<file path="config.mk">
export PLATFORM = sky130hd
export DESIGN_NAME = uart_rx_fifo
export DESIGN_NICKNAME = d
export VERILOG_FILES = /design/src/rtl/uart_pkg.sv /design/src/rtl/uart_edge_detect.sv /design/src/rtl/uart_rx_fifo.sv
export SDC_FILE = /design/constraint.sdc
export NUM_CORES = 1
export LEC_CHECK = 0
export ABC_CLOCK_PERIOD_IN_PS = 3000
export CELL_PAD_IN_SITES_DETAIL_PLACEMENT = 1
export CELL_PAD_IN_SITES_GLOBAL_PLACEMENT = 1
export CORE_MARGIN = 1
export CORE_UTILIZATION = 52
export CTS_CLUSTER_SIZE = 40
export DETAILED_ROUTE_END_ITERATION = 12
export GPL_ROUTABILITY_DRIVEN = 0
export PLACE_DENSITY_LB_ADDON = 0.1
export SYNTH_ARGS = -nofsm -noshare
export SYNTH_HDL_FRONTEND = slang
export SYNTH_SLANG_ARGS = --single-unit
</file>
<file path="constraint.sdc">
create_clock -name clk_i -period 3 [get_ports clk_i]
set_input_delay 0.6 -clock clk_i [delete_from_list [all_inputs] [get_ports clk_i]]
set_output_delay 0.6 -clock clk_i [all_outputs]
set_load 0.02 [all_outputs]
</file>
<file path="src/rtl/uart_pkg.sv">
// Shared UART definitions used by the receiver, the transmitter and their buffers.
//   UART_DATA_W        : width of one serial byte
//   UART_RX_FIFO_DEPTH : default number of entries in the receive FIFO
//   uart_byte_t        : one received or transmitted byte
package uart_pkg;

    localparam int unsigned UART_DATA_W        = 8;
    localparam int unsigned UART_RX_FIFO_DEPTH = 16;

    typedef logic [7:0] uart_byte_t;

endpackage

</file>
<file path="src/rtl/uart_edge_detect.sv">
// Rising-edge detector with a configurable reset value for its history flop.
// With RESET_VAL = 1, a level that is already high when reset releases does
// not produce a strobe.
//   clk_i   : system clock
//   reset_i : synchronous, active-high reset
//   level_i : level input to watch
//   rise_o  : one-cycle strobe, high while level_i is high and was low last cycle
module uart_edge_detect #(
    parameter bit RESET_VAL = 1'b1
) (
    input  logic clk_i,
    input  logic reset_i,
    input  logic level_i,
    output logic rise_o
);

    logic hist_q;

    always_ff @(posedge clk_i) begin
        if (reset_i) begin
            hist_q <= RESET_VAL;
        end else begin
            hist_q <= level_i;
        end
    end

    assign rise_o = level_i & ~hist_q;

endmodule

</file>
<file path="src/rtl/uart_rx_fifo.sv">
// Receive-side FIFO placed directly after the UART receiver. One byte is
// captured per rising edge of rx_done_i and stored in a circular buffer. The
// oldest byte is presented first-word-fall-through. A byte arriving while the
// FIFO is full and no pop is happening is dropped and flags a sticky overrun.
//   clk_i         : system clock
//   reset_i       : synchronous, active-high reset
//   rx_data_i     : byte from the receiver, valid while rx_done_i is high
//   rx_done_i     : receiver done level (may stay high for several cycles)
//   rd_en_i       : pop one entry this cycle (ignored while empty)
//   clr_overrun_i : clear the sticky overrun flag
//   rd_data_o     : oldest stored byte, valid while empty_o is low
//   empty_o       : no entries stored
//   full_o        : DEPTH entries stored
//   count_o       : number of stored entries, 0..DEPTH
//   overrun_o     : sticky, a byte was dropped because the FIFO was full
module uart_rx_fifo
    import uart_pkg::*;
#(
    parameter  int unsigned DATA_W = UART_DATA_W,
    parameter  int unsigned DEPTH  = UART_RX_FIFO_DEPTH,
    localparam int unsigned AW     = $clog2(DEPTH)
) (
    input  logic              clk_i,
    input  logic              reset_i,
    input  logic [DATA_W-1:0] rx_data_i,
    input  logic              rx_done_i,
    input  logic              rd_en_i,
    input  logic              clr_overrun_i,
    output logic [DATA_W-1:0] rd_data_o,
    output logic              empty_o,
    output logic              full_o,
    output logic [AW:0]       count_o,
    output logic              overrun_o
);

    localparam logic [AW:0] FullCount = (AW + 1)'(DEPTH);

    logic [DATA_W-1:0] mem_q [DEPTH];
    logic [AW-1:0]     wr_ptr_q, wr_ptr_d;
    logic [AW-1:0]     rd_ptr_q, rd_ptr_d;
    logic [AW:0]       count_q, count_d;
    logic              overrun_q, overrun_d;

    logic wr_stb;
    logic wr_en;
    logic pop;
    logic overrun_set;

    uart_edge_detect #(
        .RESET_VAL (1'b1)
    ) u_done_edge (
        .clk_i   (clk_i),
        .reset_i (reset_i),
        .level_i (rx_done_i),
        .rise_o  (wr_stb)
    );

    assign empty_o = (count_q == '0);
    assign full_o  = (count_q == FullCount);

    // When full, a concurrent pop frees the slot the write lands in.
    assign pop         = rd_en_i & ~empty_o;
    assign wr_en       = wr_stb & (~full_o | rd_en_i);
    assign overrun_set = wr_stb & full_o & ~rd_en_i;

    always_comb begin
        wr_ptr_d  = wr_ptr_q;
        rd_ptr_d  = rd_ptr_q;
        count_d   = count_q;
        overrun_d = overrun_q;

        if (wr_en) begin
            wr_ptr_d = wr_ptr_q + 1'b1;
        end
        if (pop) begin
            rd_ptr_d = rd_ptr_q + 1'b1;
        end

        unique case ({wr_en, pop})
            2'b10:   count_d = count_q + 1'b1;
            2'b01:   count_d = count_q - 1'b1;
            default: count_d = count_q;
        endcase

        // Set has priority over clear.
        if (overrun_set) begin
            overrun_d = 1'b1;
        end else if (clr_overrun_i) begin
            overrun_d = 1'b0;
        end
    end

    always_ff @(posedge clk_i) begin
        if (reset_i) begin
            wr_ptr_q  <= '0;
            rd_ptr_q  <= '0;
            count_q   <= '0;
            overrun_q <= 1'b0;
        end else begin
            wr_ptr_q  <= wr_ptr_d;
            rd_ptr_q  <= rd_ptr_d;
            count_q   <= count_d;
            overrun_q <= overrun_d;
        end
    end

    // Storage is not reset; stale contents are unreachable once the pointers reset.
    always_ff @(posedge clk_i) begin
        if (wr_en) begin
            mem_q[wr_ptr_q] <= rx_data_i;
        end
    end

    assign rd_data_o = mem_q[rd_ptr_q];
    assign count_o   = count_q;
    assign overrun_o = overrun_q;

endmodule

</file>
==> impl_results.md, run 1 <==
* Status: complete, no violations
* Worst rel slew slack at a little under half
* VDD IR max at between 0.5 and 0.6 mV
* Drt first pass iters at 4
* Grt total ovfl at 0
* Switching Share at about 26%
* Via count at 3235
* Final setup viols at 0
* P per Cell Area at approximately 790 nW/um^2
* I/O Buffers at 28
* Residual DRC at 0
* Min Hold Slack at about 0.56 ns
* Number of diodes at 0
* FF-to-FF End: count_o[4]
* Async SR Flop Fraction at 0%
* Sequential area share after synthesis at between 70% and 80%
* Fill count at 940
* Crit. End Element: primary output
* Post-route ant nets at 0
* Top sig layer: met4
* Final Skew at ~0.014 ns
* Synth warn at 0
* Critical-path top delay cell: mux4_2
* Max-cap viol count at 0
* Drt wl/cell at ~26 um
* Syn nets at about 360
* Worst Reg-to-Reg Cells at 10
* Largest net degree at the start of global routing at 33
* Endpoint of the worst hold path: rd_ptr_q[3]
* Crit path kind: flip-flop to primary output
* Worst endpoint required time at approximately 2.4 ns
* Post-synth EDFFs at approximately 130
* Hold Crit Class: flip-flop to flip-flop
* Hold buffers post-CTS at 0
* Root buffer cell: clkbuf_16
* Met3 routed WL at between 800 and 900 um
* CTS Buf Count at 17
* RSZ-0062 raised after global routing: true
* #FFs+latches synth at 147
* H-Tree Depth at 4
* Final Cycle Share at around 97%
* Worst slew pin tran at 0.7881 ns
* Die ar. at ~12000 sq um
* Io pins at 29
* Number of vias per cell at 6.058
* Synthesized area at 5961 sq um
* Total Routing Usage GR at roughly a quarter
* Clk sinks at 147
* Die Height at between 100 and 150 um
* Clk pin slew, worst setup/hold paths at about 0.06 ns
* Worst-path maximum fanout at 13
* Initial antenna violation count at 0
* Syn Inst Count at 334
* Met1 Wirelength at ~5600 um
* Design Area, Final at between 7000 and 8000 sq um
* Post-detail-place hpwl at 8068 um
* WL final at around 14000 um
* Placed inst area at between 6000 and 7000 sq um
* Core Region at 10980 sq um
* Leak pwr at between 2 and 2.5 nW
* F_max at 0.3447 GHz
* Initial core utilization at 54.27%
* FP Rows at 38
* Fin. max-slew vios at 0
* Sw power at ~1.4 mW
* Reg power frac at 41.4%
* CTS tree: built
* Hold Path Cell Cnt at 2
* Dominant synthesized flop cell: edfxtp_1
* Iteration-0 DRC Markers at about 290
* Hold_sp: rd_ptr_q[3]
* Layout cells sized above 1 at between 20 and 25%
* Clock group share of total power at between 30 and 40%
* Nets at between 400 and 500
* Reg2Reg Launch Point: count_o[0]
* Final Hold Viols at 0
* Worst EP arrival at roughly 2.3 ns
* Global-route wire length before repair at roughly 20000 um
* Vias in the first global route at 3493
* Clock Tree Buf Depth at 2
* Flop-to-flop setup slack at approximately 0.23 ns
* Cell internal pwr at ~4.2 mW
* Worst path max stage delay at about 0.52 ns
* Startpoint Class: flip-flop
* Crit path time final at slightly below 3 ns
* Synth cell types at 43
* Clock latency on the worst-skew pair at 0.42 ns
* Syn avg cell area at approximately 18 sq um
* Crit path cell chain: bufbuf_16, mux4_2, a22oi_1, nand2_1, dlygate4sd2_1
* Die width at ~110 um
* Detail Route met2 WL at a little under 7000 um
* Area growth syn-to-layout at 19.63%
* Combinational Power Share at 19.5%
==> cell families after synthesis <==
logic type,Yosys count,synth area share (%)
AOI/OAI and AO/OA,33,4.408
xor gates and xnor gates,8,1.176
adders and majority gates,9,1.889
buffers and inverters,29,2.225
DFF,147,70.86
muxes,35,12.59
and+or+nand+nor,73,6.843
==> through the flow <==
step / worst slack [ns] / std cells / TNS [ns] / total power, mW / utilization, %
after floorplan: 0.1774 / 334 / 0 / 3.079 / -
after global placement: 0.08688 / 501 / 0 / 3.437 / 59.02
after detailed placement: -0.0005878 / 501 / -0.0005878 / 3.455 / 59.02
after CTS: 0.07069 / 534 / 0 / 5.662 / 64.83
after global routing: -0.0007947 / 534 / -0.0007947 / 5.824 / 64.92
final: 0.09867 / 534 / 0 / 5.622 / 64.92
==> state kept, by name (all words and copies together), names as in the netlist, named ones only <==
name,count
rd_ptr_q,4
u_done_edge.hist_q,1
overrun_o,1
count_o,5
wr_ptr_q,4
mem_q,128
==> metal layers <==
metal | track usage (%) | vias up
met5 | 0 | -
met3 | 6.216 | 18
li1 | - | 1421
met2 | 41.37 | 110
met1 | 33.54 | 1686
met4 | 9.266 | 0
==> what timing repair did <==
action | CTS | global route
setup endpoints to repair | 8 | 3
setup buffers | 0 | 0
gates resized for setup | 8 | 2
cloned | 1 | 0
==> worst max-delay path: cells and delay by family (launching register included) <==
family / cells / cell delay (ns)
compound gates: 1 / 0.23
simple gates: 1 / 0.07
buf+inv: 2 / 0.65
mux: 1 / 0.52
flops: 1 / 0.40
==> worst max path at each step <==
stage | start | to | slack, ns | cells past startpoint
floorplan | count_o[1] | count_o[4] | 0.18 | 13
global placement | rx_done_i | count_o[4] | 0.09 | 11
detailed placement | rx_done_i | count_o[4] | -0.0006 | 11
CTS | flip-flop | rd_data_o[4] | 0.07 | 5
global route | flip-flop | rd_data_o[4] | -0.0008 | 5
finish | flip-flop | rd_data_o[4] | 0.1 | 5
==> power groups by stage <==
stage / Clock [mW] / Sequential, mW / Combinational (mW)
after detailed placement: 0 / 2.36 / 1.09
after CTS: 2.23 / 2.33 / 1.11
after floorplan: 0 / 2.37 / 0.708
after global placement: 0 / 2.36 / 1.07
after global routing: 2.30 / 2.33 / 1.19
final: 2.20 / 2.33 / 1.10
==> synth_stat cells, drive strengths merged (2+ instances only) <==
cell type | number | share of area (%)
nor4 | 2 | 0.46
ha | 9 | 1.9
nand2b | 3 | 0.31
edfxtp | 128 | 64
a21oi | 3 | 0.25
buf | 13 | 1.2
and2 | 2 | 0.21
nor3 | 3 | 0.25
nand3 | 4 | 0.34
mux4 | 32 | 12
a22oi | 16 | 2.0
nand4 | 3 | 0.31
nor2b | 5 | 0.52
a21o | 2 | 0.25
mux2i | 3 | 0.50
and3 | 14 | 1.5
xor2 | 5 | 0.73
nor2 | 18 | 1.1
clkbuf | 6 | 0.38
nand2 | 11 | 0.69
o21ai | 4 | 0.52
inv | 10 | 0.63
xnor2 | 3 | 0.44
dfxtp | 19 | 6.4
nand4b | 2 | 0.29
or3 | 2 | 0.21
==> layout by cell type, fill, tap and decap left out, types with 2 or more instances in the layout <==
master,instances
a21o_1,2
a21oi_1,3
a22oi_1,14
a22oi_2,2
and2_1,2
and3_1,14
buf_12,2
buf_4,16
bufinv_16,4
clkbuf_16,17
clkdlybuf4s50_1,20
clkinv_2,6
clkinv_4,2
clkinvlp_4,3
dfxtp_1,18
dlygate4sd2_1,8
edfxtp_1,128
ha_1,9
inv_1,10
mux2i_1,3
mux4_2,32
nand2_1,11
nand2b_1,3
nand3_1,4
nand4_1,3
nand4b_1,2
nor2_1,18
nor2b_1,5
nor3_1,3
o21ai_0,3
or3_1,2
xnor2_1,3
xor2_1,5
==> cell type report <==
cell class                 count  area (sq um)  share of cell area [%]
sequential                   147          4225                   59.26
multi-input combinational    158          1614                   22.64
timing repair buffer          47         462.9                   6.492
clock buffer                  17         425.4                   5.966
clock inverter                15         190.2                   2.667
tap                          140         175.2                   2.457
inverter                      10         37.54                  0.5264
Power figures use the tool's default switching activity.
==> run 2, diff against run 1 <==
==> constraint.sdc (replaced) <==
create_clock -name clk_i -period 3 [get_ports clk_i]
set_input_delay 0.75 -clock clk_i [delete_from_list [all_inputs] [get_ports clk_i]]
set_output_delay 0.75 -clock clk_i [all_outputs]
set_load 0.02 [all_outputs]
==> impl_results.md, run 2 (synthesized netlist as in run 1, its figures left out) <==
* Leak pwr at 2.480 nW (+2.0%)
* Most frequent cells in the layout: edfxtp_1, mux4_2, clkbuf_16
* CTS Buf Count at 17 (unchanged)
* Grt total ovfl at 0 (unchanged)
* Hold Crit Class: flip-flop to flip-flop
* Post-route ant nets at 0 (unchanged)
* Post-detail-place hpwl at 8076 um (+0.10%)
* Status: complete, no violations
* Drt wl/cell at 25.06 um (-1.7%)
* Die width at 109.1 um (unchanged)
* VDD IR max at 0.4586 mV (-22%)
* Worst slew pin tran at 0.7652 ns (-0.02291 ns)
* Via count at 3248 (+0.40%)
* Die Height at 109.1 um (unchanged)
* Clock Tree Buf Depth at 2 (unchanged)
* CP bufs+invs at 2 (unchanged)
* Residual DRC at 0 (unchanged)
* Fill count at 922 (-1.9%)
* WL final at 13530 um (-0.63%)
* FP Rows at 38 (unchanged)
* Vias in the first global route at 3456 (-1.1%)
* Startpoint Class: flip-flop
* Global-route wire length before repair at 19950 um (-3.0%)
* Post-CTS Setup Bufs at 0 (unchanged)
* Post-Place Cells at 506 (+1.0%)
* Critical-path top delay cell: mux4_2
* Min Hold Slack at 0.5626 ns (+0.004437 ns)
* Final setup viols at 0 (unchanged)
* Clk pin slew, worst setup/hold paths at 0.06 ns (about the same)
* Worst-path maximum fanout at 6 (-7)
* Crit path time final at 2.948 ns (+0.04665 ns)
* Drt first pass iters at 5 (+1)
* Iteration-0 DRC Markers at 232 (-20%)
* Number of vias per cell at 6.015 (-0.71%)
* Initial core utilization at 54.27% (unchanged)
* F_max at 0.3392 GHz (-1.6%)
* Worst endpoint required time at 2.25 ns (-0.15 ns)
* Initial antenna violation count at 0 (unchanged)
* Worst rel slew slack at 48.83% (+1.5 points)
* Core Region at 10980 sq um (unchanged)
* Number of flip-flops in the largest register at 128 (unchanged)
* Fin. max-slew vios at 0 (unchanged)
* Worst Reg-to-Reg Cells at 10 (unchanged)
* Crit. End Element: primary output
* Area growth syn-to-layout at 21.89%
* Most common cell after layout, fill and taps aside: edfxtp_1
* Reg area at 4228 sq um (about the same)
* CTS tree: built
* Final Non-Filler Cells at 540 (+1.1%)
* H-Tree Depth at 4 (unchanged)
* Layout cells sized above 1 at 26.00% (+2.9 points)
* Number of diodes at 0 (unchanged)
* Area occupied by multi-input gates at 1644 sq um (+1.9%)
* Final Hold Viols at 0 (unchanged)
* Critical Path Stages at 5 (unchanged)
* P per Cell Area at 789.3 nW/um^2 (+0.10%)
* CP top delay family: buffers and inverters
* Final Cycle Share at 98.27% (+1.6 points)
* Root buffer cell: clkbuf_16
* Worst path max stage delay at 0.52 ns (about the same)
* Fin util at 66.15% (+1.2 points)
* Setup TNS at 0 ns (unchanged)
* Total Routing Usage GR at 24.61% (-0.91 points)
* Die ar. at 11900 sq um (unchanged)
* Nets at 409 (+1.5%)
* Io pins at 29 (unchanged)
* Worst EP arrival at 2.20 ns (-0.10 ns)
* Largest net degree at the start of global routing at 33 (unchanged)
* Crit path cell chain: clkbuf_16, mux4_2, a22oi_2, nand2_1, dlygate4sd2_1
* Clock latency on the worst-skew pair at 0.42 ns (about the same)
* Clk sinks at 147 (unchanged)
* Final Skew at 0.01139 ns (-0.002619 ns)
* Hold buffers post-CTS at 0 (unchanged)
* Hold Path Cell Cnt at 2 (unchanged)
* Max-cap viol count at 0 (unchanged)
* Largest reg by FF count: mem_q
* I/O Buffers at 28 (unchanged)
* Crit path kind: flip-flop to primary output
-- run 2: changes by cell type in the layout (fill, tap and decap cells not counted), moves of 5 or more --
cell / previous run / this run
a22oi_1: 14 / 8
a22oi_2: 2 / 8
clkbuf_16: 17 / 22
clkbuf_8: 0 / 5
clkinv_2: 6 / 1
-- run 2: per-layer routing --
| layer | up-vias | track usage (%) | part of all wire (%) |
|---|---|---|---|
| li1 | 1438 | - | - |
| met5 | - | 0 | 0 |
| met3 | 12 | 6.157 | 5.5 |
| met1 | 1684 | 32.88 | 43 |
| met4 | 0 | 9.266 | 1.1 |
| met2 | 114 | 39.13 | 51 |
-- run 2: final timing paths --
| check | startpoint | to | slack (ns) |
|---|---|---|---|
| max | flip-flop | rd_data_o[4] | 0.05 |
| min | rd_ptr_q[3] | flip-flop | 0.56 |
| max reg2reg | count_o[0] | count_o[4] | 0.29 |
| min reg2reg | rd_ptr_q[3] | flip-flop | 0.56 |
-- run 2: report_power, final --
| group | switching [mW] | leakage (nW) | total, mW | internal (mW) |
|---|---|---|---|---|
| sequential | 0.0636 | 1.31 | 2.33 | 2.27 |
| clock | 0.790 | 0.316 | 2.24 | 1.45 |
| combinational | 0.588 | 0.858 | 1.16 | 0.576 |
| total | 1.44 | 2.48 | 5.73 | 4.29 |
-- run 2: what timing repair did --
action                                  in CTS  in global routing
endpoints found under the setup margin       8                  6
gates resized for setup                     19                  7
cloned                                       1                  1
hold endpoints to repair                     0                  0
-- run 2: per-stage QoR --
stage               setup WS, ns  power [mW]  cell area, sq um
floorplan                0.06802       3.079              5961
global placement        -0.02799       3.475              6533
detailed placement       -0.1031       3.501              6533
CTS                     0.003521       5.751              7219
global route          -0.0005451       5.924              7266
finish                   0.05202       5.735              7266
-- run 2: tightest hold or removal path, cell delays in order, from the launching register on --
cell     delay (ns)
dfxtp_1        0.33
xnor2_1        0.13
nor2_1         0.05
-- run 2: cell type report --
class                           count  share of cell area [%]
Clock buffer                       27                   8.231
Clock inverter                      5                  0.7405
Inverter                           10                  0.5166
Multi-Input combinational cell    158                   22.63
Sequential cell                   147                   58.19
Tap cell                          140                   2.411
Timing Repair Buffer               53                   7.284
==> run 3, diff against run 2 <==
--- a/config.mk
+++ b/config.mk
@@ -14,6 +14,7 @@
 export DETAILED_ROUTE_END_ITERATION = 12
 export GPL_ROUTABILITY_DRIVEN = 0
 export PLACE_DENSITY_LB_ADDON = 0.1
+export SLEW_MARGIN = 20
 export SYNTH_ARGS = -nofsm -noshare
 export SYNTH_HDL_FRONTEND = slang
 export SYNTH_SLANG_ARGS = --single-unit
==> results of run 3 <==
No change in the layout: final DEF, timing and power equal those of run 2.
